### config.mk
export PLATFORM = sky130hd
export DESIGN_NAME = mcu_clock_scheduler
export DESIGN_NICKNAME = d
export VERILOG_FILES = /design/src/rtl/mcu_clock_scheduler.sv
export SDC_FILE = /design/constraint.sdc
export NUM_CORES = 1
export LEC_CHECK = 0
export ABC_AREA = 1
export ABC_CLOCK_PERIOD_IN_PS = 8300
export CORE_MARGIN = 2
export CORE_UTILIZATION = 55
export DETAILED_ROUTE_END_ITERATION = 12
export HOLD_SLACK_MARGIN = 0.02
export MAX_ROUTING_LAYER = met4
export PLACE_DENSITY = 0.82
export SLEW_MARGIN = 20
export SYNTH_ARGS = -nofsm -noshare
export SYNTH_HDL_FRONTEND = slang
export SYNTH_SLANG_ARGS = --single-unit
export TNS_END_PERCENT = 10
### constraint.sdc
create_clock -name clk -period 8.3 [get_ports clk]
set_clock_uncertainty 0.1 [all_clocks]
set_input_delay 1.66 -clock clk [delete_from_list [all_inputs] [get_ports clk]]
set_output_delay 1.66 -clock clk [all_outputs]
set_load 0.01 [all_outputs]
### src/rtl/mcu_clock_scheduler.sv
// Clock-enable scheduler for the multicycle MCU: HALT / RUN (programmable divisor) / STEP.
// Optional MCU_CE_COUNTER_EN adds a 32-bit ce_count output counting issued ce pulses.
module mcu_clock_scheduler #(
  parameter int          DIV_WIDTH = 16,
  parameter int unsigned RESET_DIV = 50000
) (
  input  logic                 clk,
  input  logic                 reset,
  input  logic [1:0]           mode,
  input  logic                 div_wr,
  input  logic [DIV_WIDTH-1:0] div_in,
  input  logic                 step_req,
  output logic                 ce,
  output logic                 sclk,
  output logic [1:0]           state
`ifdef MCU_CE_COUNTER_EN
  ,
  output logic [31:0]          ce_count
`endif
);

  typedef enum logic [1:0] {
    ST_HALT = 2'b00,
    ST_RUN  = 2'b01,
    ST_STEP = 2'b10
  } state_t;

  state_t               state_reg, state_next;
  logic [DIV_WIDTH-1:0] cnt_reg, cnt_next;
  logic [DIV_WIDTH-1:0] div_q_reg;
  logic [DIV_WIDTH-1:0] div_eff;
  logic                 ce_reg, ce_next;
  logic                 sclk_reg;
  logic                 step_d_reg;

  // A zero divisor behaves as 1, so the period can never wrap through 2^DIV_WIDTH.
  assign div_eff = (div_q_reg == '0) ? DIV_WIDTH'(1) : div_q_reg;

  always_comb begin
    state_next = ST_HALT;
    cnt_next   = '0;
    ce_next    = 1'b0;

    case (mode)
      2'b01:   state_next = ST_RUN;
      2'b10:   state_next = ST_STEP;
      default: state_next = ST_HALT;
    endcase

    case (state_reg)
      ST_RUN: begin
        // >= rather than == so a divisor shrunk below cnt fires at once.
        if (cnt_reg >= div_eff - DIV_WIDTH'(1)) begin
          ce_next = 1'b1;
        end else begin
          cnt_next = cnt_reg + DIV_WIDTH'(1);
        end
      end
      ST_STEP: ce_next = step_req & ~step_d_reg;
      default: ;
    endcase
  end

  always_ff @(posedge clk) begin
    if (reset) begin
      state_reg  <= ST_HALT;
      cnt_reg    <= '0;
      div_q_reg  <= DIV_WIDTH'(RESET_DIV);
      ce_reg     <= 1'b0;
      sclk_reg   <= 1'b0;
      step_d_reg <= 1'b0;
    end else begin
      state_reg  <= state_next;
      cnt_reg    <= cnt_next;
      ce_reg     <= ce_next;
      sclk_reg   <= sclk_reg ^ ce_next;
      step_d_reg <= step_req;
      if (div_wr) begin
        div_q_reg <= div_in;
      end
    end
  end

  assign ce    = ce_reg;
  assign sclk  = sclk_reg;
  assign state = state_reg;

`ifdef MCU_CE_COUNTER_EN
  logic [31:0] ce_count_reg;

  always_ff @(posedge clk) begin
    if (reset) begin
      ce_count_reg <= '0;
    end else begin
      ce_count_reg <= ce_count_reg + 32'(ce_reg);
    end
  end

  assign ce_count = ce_count_reg;
`endif

endmodule

Word-level counts from Yosys, hierarchy flattened
Index checks and enable logic that the tools add are counted.
{ "classes": {"n_addsub": 2, "magnitude_cmp": 1, "eq_ne": 4, "mux": 4, "n_bitwise": 4, "reduce_logical": 2} }
{ "op_table": {"columns": ["operator", "n"], "rows": [
  ["16-bit by 1-bit adder with 16-bit output, second input constant", 1],
  ["16-bit >= comparator", 1],
  ["16-bit logical NOT", 1],
  ["16-bit 2-to-1 mux", 1],
  ["16-bit by 1-bit subtractor with 16-bit output, second input constant", 1],
  ["2-bit by 1-bit equality test with 1-bit output, second input constant", 2],
  ["2-bit equality test, second input constant", 2],
  ["2-bit one-hot mux with 2 select lines", 1],
  ["3-bit OR reduction", 1],
  ["1-bit inverter", 2],
  ["1-bit one-hot mux with 2 select lines", 1],
  ["1-bit bitwise AND", 1],
  ["1-bit 2-to-1 mux", 1],
  ["1-bit bitwise XOR", 1]
]} }
{ "totals": {"regBits": 37, "elab_cells": 23} }

Logic depth before layout (Yosys ltp)
Gate-level depths: netlist (run 1).
{ "depth": {"ltp_word": 7, "depth_mapped": 25, "depth_no_buf": 25} }

Worst setup path after synthesis (run 1)
Ideal clock, no wire load.
{ "synth_timing": {"path_kind": "reg2reg", "from": "reg div_q_reg[4]", "to": "reg cnt_reg[4]", "t_arrival_ps": 2657, "required_ps": 8130, "setup_slack_ps": 5473, "stages_incl_launch_ff": 20, "path_buffers": 1, "synth_period_minus_slack_ps": 2827, "path_cell_list": "dfxtp_1 > nor2_1 > nand2_1 > nor2_1 > nand4_1 > nand2_1 > inv_1 > ha_1 > nand2_1 > inv_1 > nand3_1 > xor2_1 > inv_1 > ha_1 > nand2_1 > o21ai_0 > a21oi_1 > nand4_1 > buf_2 > a21oi_1"} }
{ "synth_via": {"elab_chain_len": 5} }
{ "synth_rtl": {"columns": ["item", "line", "rtl"], "rows": [
  ["start: declaration", "30", "logic [DIV_WIDTH-1:0] div_q_reg;"],
  ["start signal: assignment", "68", "div_q_reg <= DIV_WIDTH'(RESET_DIV);"],
  ["start signal: assignment", "79", "div_q_reg <= div_in;"],
  ["16-bit logical NOT", "37", "assign div_eff = (div_q_reg == '0) ? DIV_WIDTH'(1) : div_q_reg;"],
  ["16-bit 2-to-1 mux (*)", "37", null],
  ["16-bit by 1-bit subtractor with 16-bit output (*)", "53", "if (cnt_reg >= div_eff - DIV_WIDTH'(1)) begin"],
  ["16-bit >= comparator (*)", "53", null],
  ["3-bit OR reduction (no source line) (*)", null, null],
  ["end signal: assignment", "74", "cnt_reg <= cnt_next;"],
  ["end: declaration", "29", "logic [DIV_WIDTH-1:0] cnt_reg, cnt_next;"]
]} }
Mark *: on every way between the ends. The rest lies on a longest branch, timed or not.
A chain may end at the register's enable or synchronous reset.

Final worst setup path (run 1)
{ "layout_timing": {"from": "reg div_q_reg[4]", "to": "reg cnt_reg[12]"} }
Same word-level chain as after synthesis.

==> results of run 1 <==
Yosys cell counts, drive strengths merged:
cell type   n
a21oi      17
and3        1
buf         1
clkbuf      3
clkinv      1
dfxtp      37
ha         20
inv        33
nand2      59
nand3      15
nand4       8
nor2       56
nor3       11
nor4        2
o21a        1
o21ai      15
or2         1
xnor2       5
xor2       13
cell type report:
cell class,instances,area [sq um]
clock buffers,6,82.6
clock inverters,2,37.5
fillers,315,1150
inverters,34,128
multi-input cells,224,1270
flip-flops and latches,37,741
well taps,48,60.1
repair buffers,25,250
tightest hold or removal path, cell delays in order, from the launching register on:
cell and delay [ns]:
dfxtp_1 0.33, nand2_1 0.07, a21oi_1 0.05
metal layers:
metal  routed length [microns]  vias up  GRT usage
met2                      2040       39      0.370
met5                         0        -          -
met3                       164       10     0.0507
li1                          -     1029          -
met1                      1930      855      0.247
met4                        67        0     0.0689
cells in the final DEF, fill, tap and decap left out, types with 4 or more instances in the layout:
master           synthesis  layout
clkdlybuf4s50_1          0      25
nor3_1                   8       8
nand2_1                 59      59
a21oi_1                 16      16
clkbuf_8                 0       6
nor2_1                  55      55
dfxtp_1                 37      37
o21ai_0                 15      15
xor2_1                  13      13
nand3_1                 11      11
nand4_1                  8       8
inv_1                   31      31
ha_1                    20      20
nand3_2                  4       4
xnor2_1                  5       5
power groups by stage:
| stage | registers (mW) | logic (mW) | clock network, mW |
|---|---|---|---|
| after floorplan | 0.193 | 0.0315 | 0 |
| after global placement | 0.194 | 0.0483 | 0 |
| after detailed placement | 0.194 | 0.0496 | 0 |
| after CTS | 0.190 | 0.0500 | 0.167 |
| after global routing | 0.191 | 0.0568 | 0.174 |
| final | 0.190 | 0.0495 | 0.164 |
logic make-up (layout without fill, tap and decap cells):
family	Yosys count	count (layout)
xor gates and xnor gates	18	18
and+or+nand+nor	153	153
adders and majority gates	20	20
AOI/OAI and AO/OA	33	33
DFF	37	37
buffers and inverters	38	67
per-stage QoR:
stage                     cell area (sq um)  setup WS, ns   util
after floorplan                        2160          5.47      -
after global placement                 2450          4.60  0.659
after detailed placement               2450          4.54  0.659
after CTS                              2570          4.68  0.692
after global routing                   2570          4.29  0.692
final                                  2570          4.74  0.692
worst max-delay path by stage:
stage | start | slack [ns] | depth (start not counted) | to
after floorplan | div_q_reg[4]$_SDFFE_PP1P_ | 5.47 | 19 | cnt_reg[4]$_SDFF_PP0_
after global placement | reset | 4.60 | 5 | cnt_reg[10]$_SDFF_PP0_
after detailed placement | reset | 4.54 | 4 | cnt_reg[12]$_SDFF_PP0_
after CTS | div_q_reg[4]$_SDFFE_PP1P_ | 4.68 | 21 | cnt_reg[12]$_SDFF_PP0_
after global routing | div_q_reg[4]$_SDFFE_PP1P_ | 4.29 | 18 | cnt_reg[12]$_SDFF_PP0_
final | div_q_reg[4]$_SDFFE_PP1P_ | 4.74 | 18 | cnt_reg[12]$_SDFF_PP0_
==> run_results.csv, run 1 <==
group,metric,value,unit
status,status,"completed",
power,power,403,uW
power,peakVddDrop,0.101,mV
synthesis,synth_top_area_frac,0.344,
sta,rsz0062_at_grt,"false",
clock_tree,numCtsBuffers,5,
synthesis,synth-simple-area-share,0.321,
finish,drive_above_1_share,0.0579,
sta,finalSetupViolCount,0,
sta,finalCritPeriodShare,0.429,
synthesis,synth_top_family_by_area,"simple AND/OR/NAND/NOR gates",
route,drc,0,
route,wirelength,4.20,mm
synthesis,synth-xor-area-share,0.0731,
synthesis,synth_cells,299,
setup_path,r2r_start,"div_q_reg[4]$_SDFFE_PP1P_",
power,p_clk_frac,0.406,
setup_path,rr_endpoint,"cnt_reg[12]$_SDFF_PP0_",
route,firstDrtPassIters,4,
synthesis,synth_compound_area_frac,0.0795,
worst_hold_path,hold_path_class,"reg -> reg",
clock_tree,clk_latency,0.29,ns
setup_path,cp_slowest_cell,"nand4_1",
clock_tree,clk_pin_slew,0.08,ns
global_route,grtUsageTotal,0.215,
clock_tree,cts_hold_buf,0,
finish,area_delta_synth_final,19.2,%
worst_hold_path,worstHoldStart,"cnt_reg[14]$_SDFF_PP0_",
power,comb_power_share,0.123,
power,power_frac_seq,0.471,
synthesis,yosys.area.top_type,"dfxtp_1",
setup_path,crit_required,8.40,ns
run,cap_violations,0,
sta,fin_hold_ws,0.391,ns
placement,gp_congestion,0.859,
synthesis,yosys.area_share.adder,0.116,
synthesis,avgSynthCellArea,7.21,sq um
setup_path,cp_num_buf_inv,3,
route,viasPerCell,5.14,
route,route.antenna.remaining_nets,0,
finish,final_cells,376,
clock_tree,postCtsResizedCells,0,
finish,n_antenna_cell,0,
setup_path,cpLargestDelayFamily,"simple AND/OR/NAND/NOR gates",
sta,tightest_slew,0.695,ns
synthesis,synth-seq-cells,37,
sta,fmax,281,MHz
clock_tree,cts_setup_buffers,0,
power,internal_power,305,uW
clock_tree,clk_path_buf_depth,2,
die,dieHeight,66.6,microns
clock_tree,cts_tree,"yes",
global_route,antenna_found_initial,0,
sta,finalMaxSlewViolations,0,
route,wire_per_inst,11.2,microns
die,num_io_pins,26,
setup_path,rr_worst_depth,18,
die,coreArea,3720,sq um
sta,fin_setup_tns,0,ns
die,die_w,66.6,microns
global_route,globalRouteOverflowTotal,0,
worst_hold_path,holdPathEnd,"cnt_reg[14]$_SDFF_PP0_",
setup_path,end_kind,"flip-flop",
setup_path,arrival,3.66,ns
sta,timing.slew.headroom,0.535,
die,row_count,22,
clock_tree,clock_sinks,37,
placement,dp.cells,368,
setup_path,rrSetupSlack,4.74,ns
sta,final-hold-violation-count,0,
placement,io_buffers,25,
synthesis,synthMuxAreaShare,0,
synthesis,synth_nets,341,
global_route,grt_max_degree,19,
finish,fin_nets,369,
placement,hpwl,3.34,mm
global_route,grt_pass1_vias,1747,
synthesis,syn_area,2160,sq um
setup_path,cp_max_fo,16,
route,vias,1933,
clock_tree,h-tree-depth,2,
power,cellLeakagePower,1.11,nW
worst_hold_path,hold_path_depth,2,
clock_tree,cts_root_buf,"clkbuf_8",
die,fp.dieArea,4440,sq um
setup_path,crit_chain,"nor2_1 -> nand2_1 -> nor2_1 -> nand4_1 -> nand2_1 -> inv_1 -> ha_1 -> nand2_1 -> inv_1 -> nand3_1 -> xor2_1 -> inv_1 -> ha_1 -> nand2_1 -> o21ai_0 -> a21oi_1 -> nand4_1 -> nor3_1",
power,power.switching,98.3,uW
setup_path,worst_path_most_repeated_cell,"nand2_1",
setup_path,slowest_delay,0.58,ns
synthesis,synth_cell_types,25,
setup_path,startpoint_type,"flip-flop",
power,power_density,157,nW/um^2
route,first_iter_violations,124,
synthesis,yosysSeqAreaShare,0.344,
synthesis,synth_area_leaders,"dfxtp_1, ha_1, nand2_1, nor2_1, inv_1",
synthesis,yosysWarnings,0,
power,swShare,0.244,
setup_path,criticalPathCategory,"reg -> reg",
die,initial_core_util,0.580,
sta,finalCriticalPeriod,3.56,ns
global_route,grt_first_pass_wirelength,7.13,mm
Power figures use the tool's default switching activity.
==> run 2: changes to the inputs <==
--- a/config.mk
+++ b/config.mk
@@ -6,13 +6,13 @@
 export NUM_CORES = 1
 export LEC_CHECK = 0
 export ABC_AREA = 1
-export ABC_CLOCK_PERIOD_IN_PS = 8300
+export ABC_CLOCK_PERIOD_IN_PS = 3200
 export CORE_MARGIN = 2
-export CORE_UTILIZATION = 55
+export CORE_UTILIZATION = 50
 export DETAILED_ROUTE_END_ITERATION = 12
 export HOLD_SLACK_MARGIN = 0.02
 export MAX_ROUTING_LAYER = met4
-export PLACE_DENSITY = 0.82
+export PLACE_DENSITY = 0.79
 export SLEW_MARGIN = 20
 export SYNTH_ARGS = -nofsm -noshare
 export SYNTH_HDL_FRONTEND = slang
==> constraint.sdc (replaced) <==
create_clock -name clk -period 3.2 [get_ports clk]
set_clock_uncertainty 0.1 [all_clocks]
set_input_delay 0.64 -clock clk [delete_from_list [all_inputs] [get_ports clk]]
set_output_delay 0.64 -clock clk [all_outputs]
set_load 0.01 [all_outputs]
==> run 2 against run 1 <==
Maximum frequency up 19%; combinational power rose to 2.8 times the previous value; final area increased by 2.0%; sequential power rose to 2.6 times the previous value; first-iteration DRC count down 51%; count of clock-buffer cells in the layout unchanged; flip-flop and latch count stayed put; cell count grew 1.3%.
==> run_results.csv, run 2 (synthesis results as in run 1) <==
group,metric,value,unit
sta,finalMaxSlewViolations,0,
sta,final-hold-violation-count,0,
route,drc,0,
finish,drive_above_1_share,0.118,
status,status,"completed",
route,wire_per_inst,11.8,microns
power,power_frac_seq,0.515,
setup_path,end_kind,"flip-flop",
global_route,grt_max_degree,19,
sta,finalSetupViolCount,0,
setup_path,arrival,3.13,ns
sta,fmax,334,MHz
setup_path,rrSetupSlack,0.20,ns
die,coreArea,4090,sq um
placement,placed_area,2470,sq um
route,viasPerCell,4.97,
finish,layout_common_cells,"nand2_1, nor2_1, dfxtp_1",
finish,area_delta_synth_final,21.6,%
clock_tree,cts_hold_buf,0,
clock_tree,clk_latency,0.29,ns
route,first_iter_violations,61,
clock_tree,clock_sinks,37,
worst_hold_path,hold_path_class,"reg -> reg",
clock_tree,cts_root_buf,"clkbuf_8",
setup_path,worst_path_most_repeated_cell,"nand2_2",
die,num_io_pins,26,
power,peakVddDrop,0.228,mV
setup_path,cp_max_fo,8,
setup_path,rr_worst_depth,20,
global_route,grt_first_pass_wirelength,7.63,mm
die,initial_core_util,0.528,
setup_path,slowest_delay,0.35,ns
placement,gp_congestion,0.816,
sta,finalCritPeriodShare,0.936,
setup_path,rr_endpoint,"cnt_reg[10]$_SDFF_PP0_",
route,route.antenna.remaining_nets,0,
finish,fin_nets,373,
worst_hold_path,holdPathEnd,"cnt_reg[14]$_SDFF_PP0_",
setup_path,crit_chain,"nor2_4 -> nand2_2 -> nor2_2 -> nand4_1 -> nand2_1 -> inv_2 -> ha_2 -> nand2_2 -> inv_1 -> nand3_1 -> xor2_1 -> inv_1 -> ha_1 -> nand2_2 -> o21ai_0 -> a21oi_1 -> nand4_1 -> buf_6 -> nor2_1 -> o21a_1",
global_route,antenna_found_initial,0,
worst_hold_path,hold_path_depth,2,
clock_tree,clk_path_buf_depth,2,
route,firstDrtPassIters,4,
setup_path,startpoint_type,"flip-flop",
power,internal_power,714,uW
clock_tree,h-tree-depth,2,
route,vias,1894,
finish,final_common_cell,"nand2_1",
power,comb_power_share,0.144,
global_route,globalRouteOverflowTotal,0,
finish,n_antenna_cell,0,
power,power_density,368,nW/um^2
power,p_clk_frac,0.342,
global_route,grt_pass1_vias,1801,
clock_tree,numCtsBuffers,5,
sta,timing.slew.headroom,0.684,
power,cellLeakagePower,1.11,nW
clock_tree,clk_pin_slew,0.07,ns
global_route,grtUsageTotal,0.200,
setup_path,cpLargestDelayFamily,"simple AND/OR/NAND/NOR gates",
die,fp.dieArea,4850,sq um
finish,final_area,2620,sq um
route,wirelength,4.51,mm
setup_path,r2r_start,"div_q_reg[4]$_SDFFE_PP1P_",
die,die_w,69.7,microns
sta,fin_hold_ws,0.398,ns
setup_path,criticalPathCategory,"reg -> reg",
power,swShare,0.260,
placement,io_buffers,25,
sta,fin_setup_tns,0,ns
worst_hold_path,worstHoldStart,"cnt_reg[14]$_SDFF_PP0_",
setup_path,cp_num_buf_inv,4,
power,power.switching,251,uW
sta,tightest_slew,0.473,ns
setup_path,crit_required,3.34,ns
die,row_count,23,
finish,fin_util,0.642,
run,cap_violations,0,
setup_path,cp_slowest_cell,"dfxtp_2",
placement,hpwl,3.43,mm
clock_tree,cts_tree,"yes",
die,dieHeight,69.7,microns
sta,finalCriticalPeriod,3.00,ns
[run 2: worst min-delay path, stage by stage, from the launching register on]
cell	delay, ns
dfxtp_1	0.34
nand2_1	0.07
a21oi_1	0.05
[run 2: worst max-delay path by stage]
| stage | start | to | slack (ns) | cells past startpoint |
|---|---|---|---|---|
| finish | div_q_reg[4]$_SDFFE_PP1P_ | cnt_reg[10]$_SDFF_PP0_ | 0.20 | 20 |
| detailed placement | div_q_reg[4]$_SDFFE_PP1P_ | cnt_reg[10]$_SDFF_PP0_ | 0.11 | 19 |
| global route | div_q_reg[4]$_SDFFE_PP1P_ | cnt_reg[10]$_SDFF_PP0_ | -0.007 | 23 |
| CTS | div_q_reg[4]$_SDFFE_PP1P_ | cnt_reg[13]$_SDFF_PP0_ | 0.08 | 18 |
| floorplan | div_q_reg[4]$_SDFFE_PP1P_ | cnt_reg[4]$_SDFF_PP0_ | 0.37 | 19 |
| global placement | div_q_reg[5]$_SDFFE_PP0P_ | cnt_reg[10]$_SDFF_PP0_ | 0.28 | 20 |
[run 2: final cells by class]
cell class,count,area (sq um)
inverter,34,128
clock buffer,6,82.6
multi-input combinational,224,1320
timing repair buffer,29,282
fill,373,1460
sequential,37,746
tap,50,62.6
clock inverter,1,7.51
[run 2: layer usage]
metal  share of wire  GRT usage  wire, microns
met1            0.47      0.243           2130
met2            0.48      0.325           2150
met3           0.035     0.0436            159
met4           0.016     0.0769             74
met5               0          -              0
[run 2: power groups by stage]
stage                     combinational, mW  sequential (mW)  clock (mW)
final                                 0.138            0.496       0.330
after global routing                  0.156            0.498       0.362
after CTS                             0.135            0.493       0.342
after detailed placement              0.134            0.504           0
after global placement                0.129            0.503           0
after floorplan                      0.0818            0.500           0
[run 2: per-stage QoR]
stage	worst slack, ns	total power, mW	cells
after floorplan	0.373	0.582	299
after global placement	0.277	0.632	372
after detailed placement	0.114	0.638	372
after CTS	0.0806	0.970	379
after global routing	-0.00673	1.02	381
final	0.205	0.964	381
[run 2: timing repair]
action                     in CTS  in global routing
setup buffers                   0                  1
gates resized for setup         0                 19
setup endpoints to repair       0                 18
==> run 3: changes to the inputs <==
--- a/config.mk
+++ b/config.mk
@@ -13,6 +13,7 @@
 export HOLD_SLACK_MARGIN = 0.02
 export MAX_ROUTING_LAYER = met4
 export PLACE_DENSITY = 0.79
+export SKIP_LAST_GASP = 1
 export SLEW_MARGIN = 20
 export SYNTH_ARGS = -nofsm -noshare
 export SYNTH_HDL_FRONTEND = slang
==> constraint.sdc (replaced) <==
create_clock -name clk -period 3.2 [get_ports clk]
set_clock_uncertainty 0.1 [all_clocks]
set_input_delay 0.64 -clock clk [delete_from_list [all_inputs] [get_ports clk]]
set_output_delay 0.64 -clock clk [all_outputs]
set_load 0.05 [all_outputs]
==> results of run 3 <==
Same layout as run 2 (identical final DEF). Status: completed.
Among the figures that moved: total power 0.964 mW -> 0.968 mW
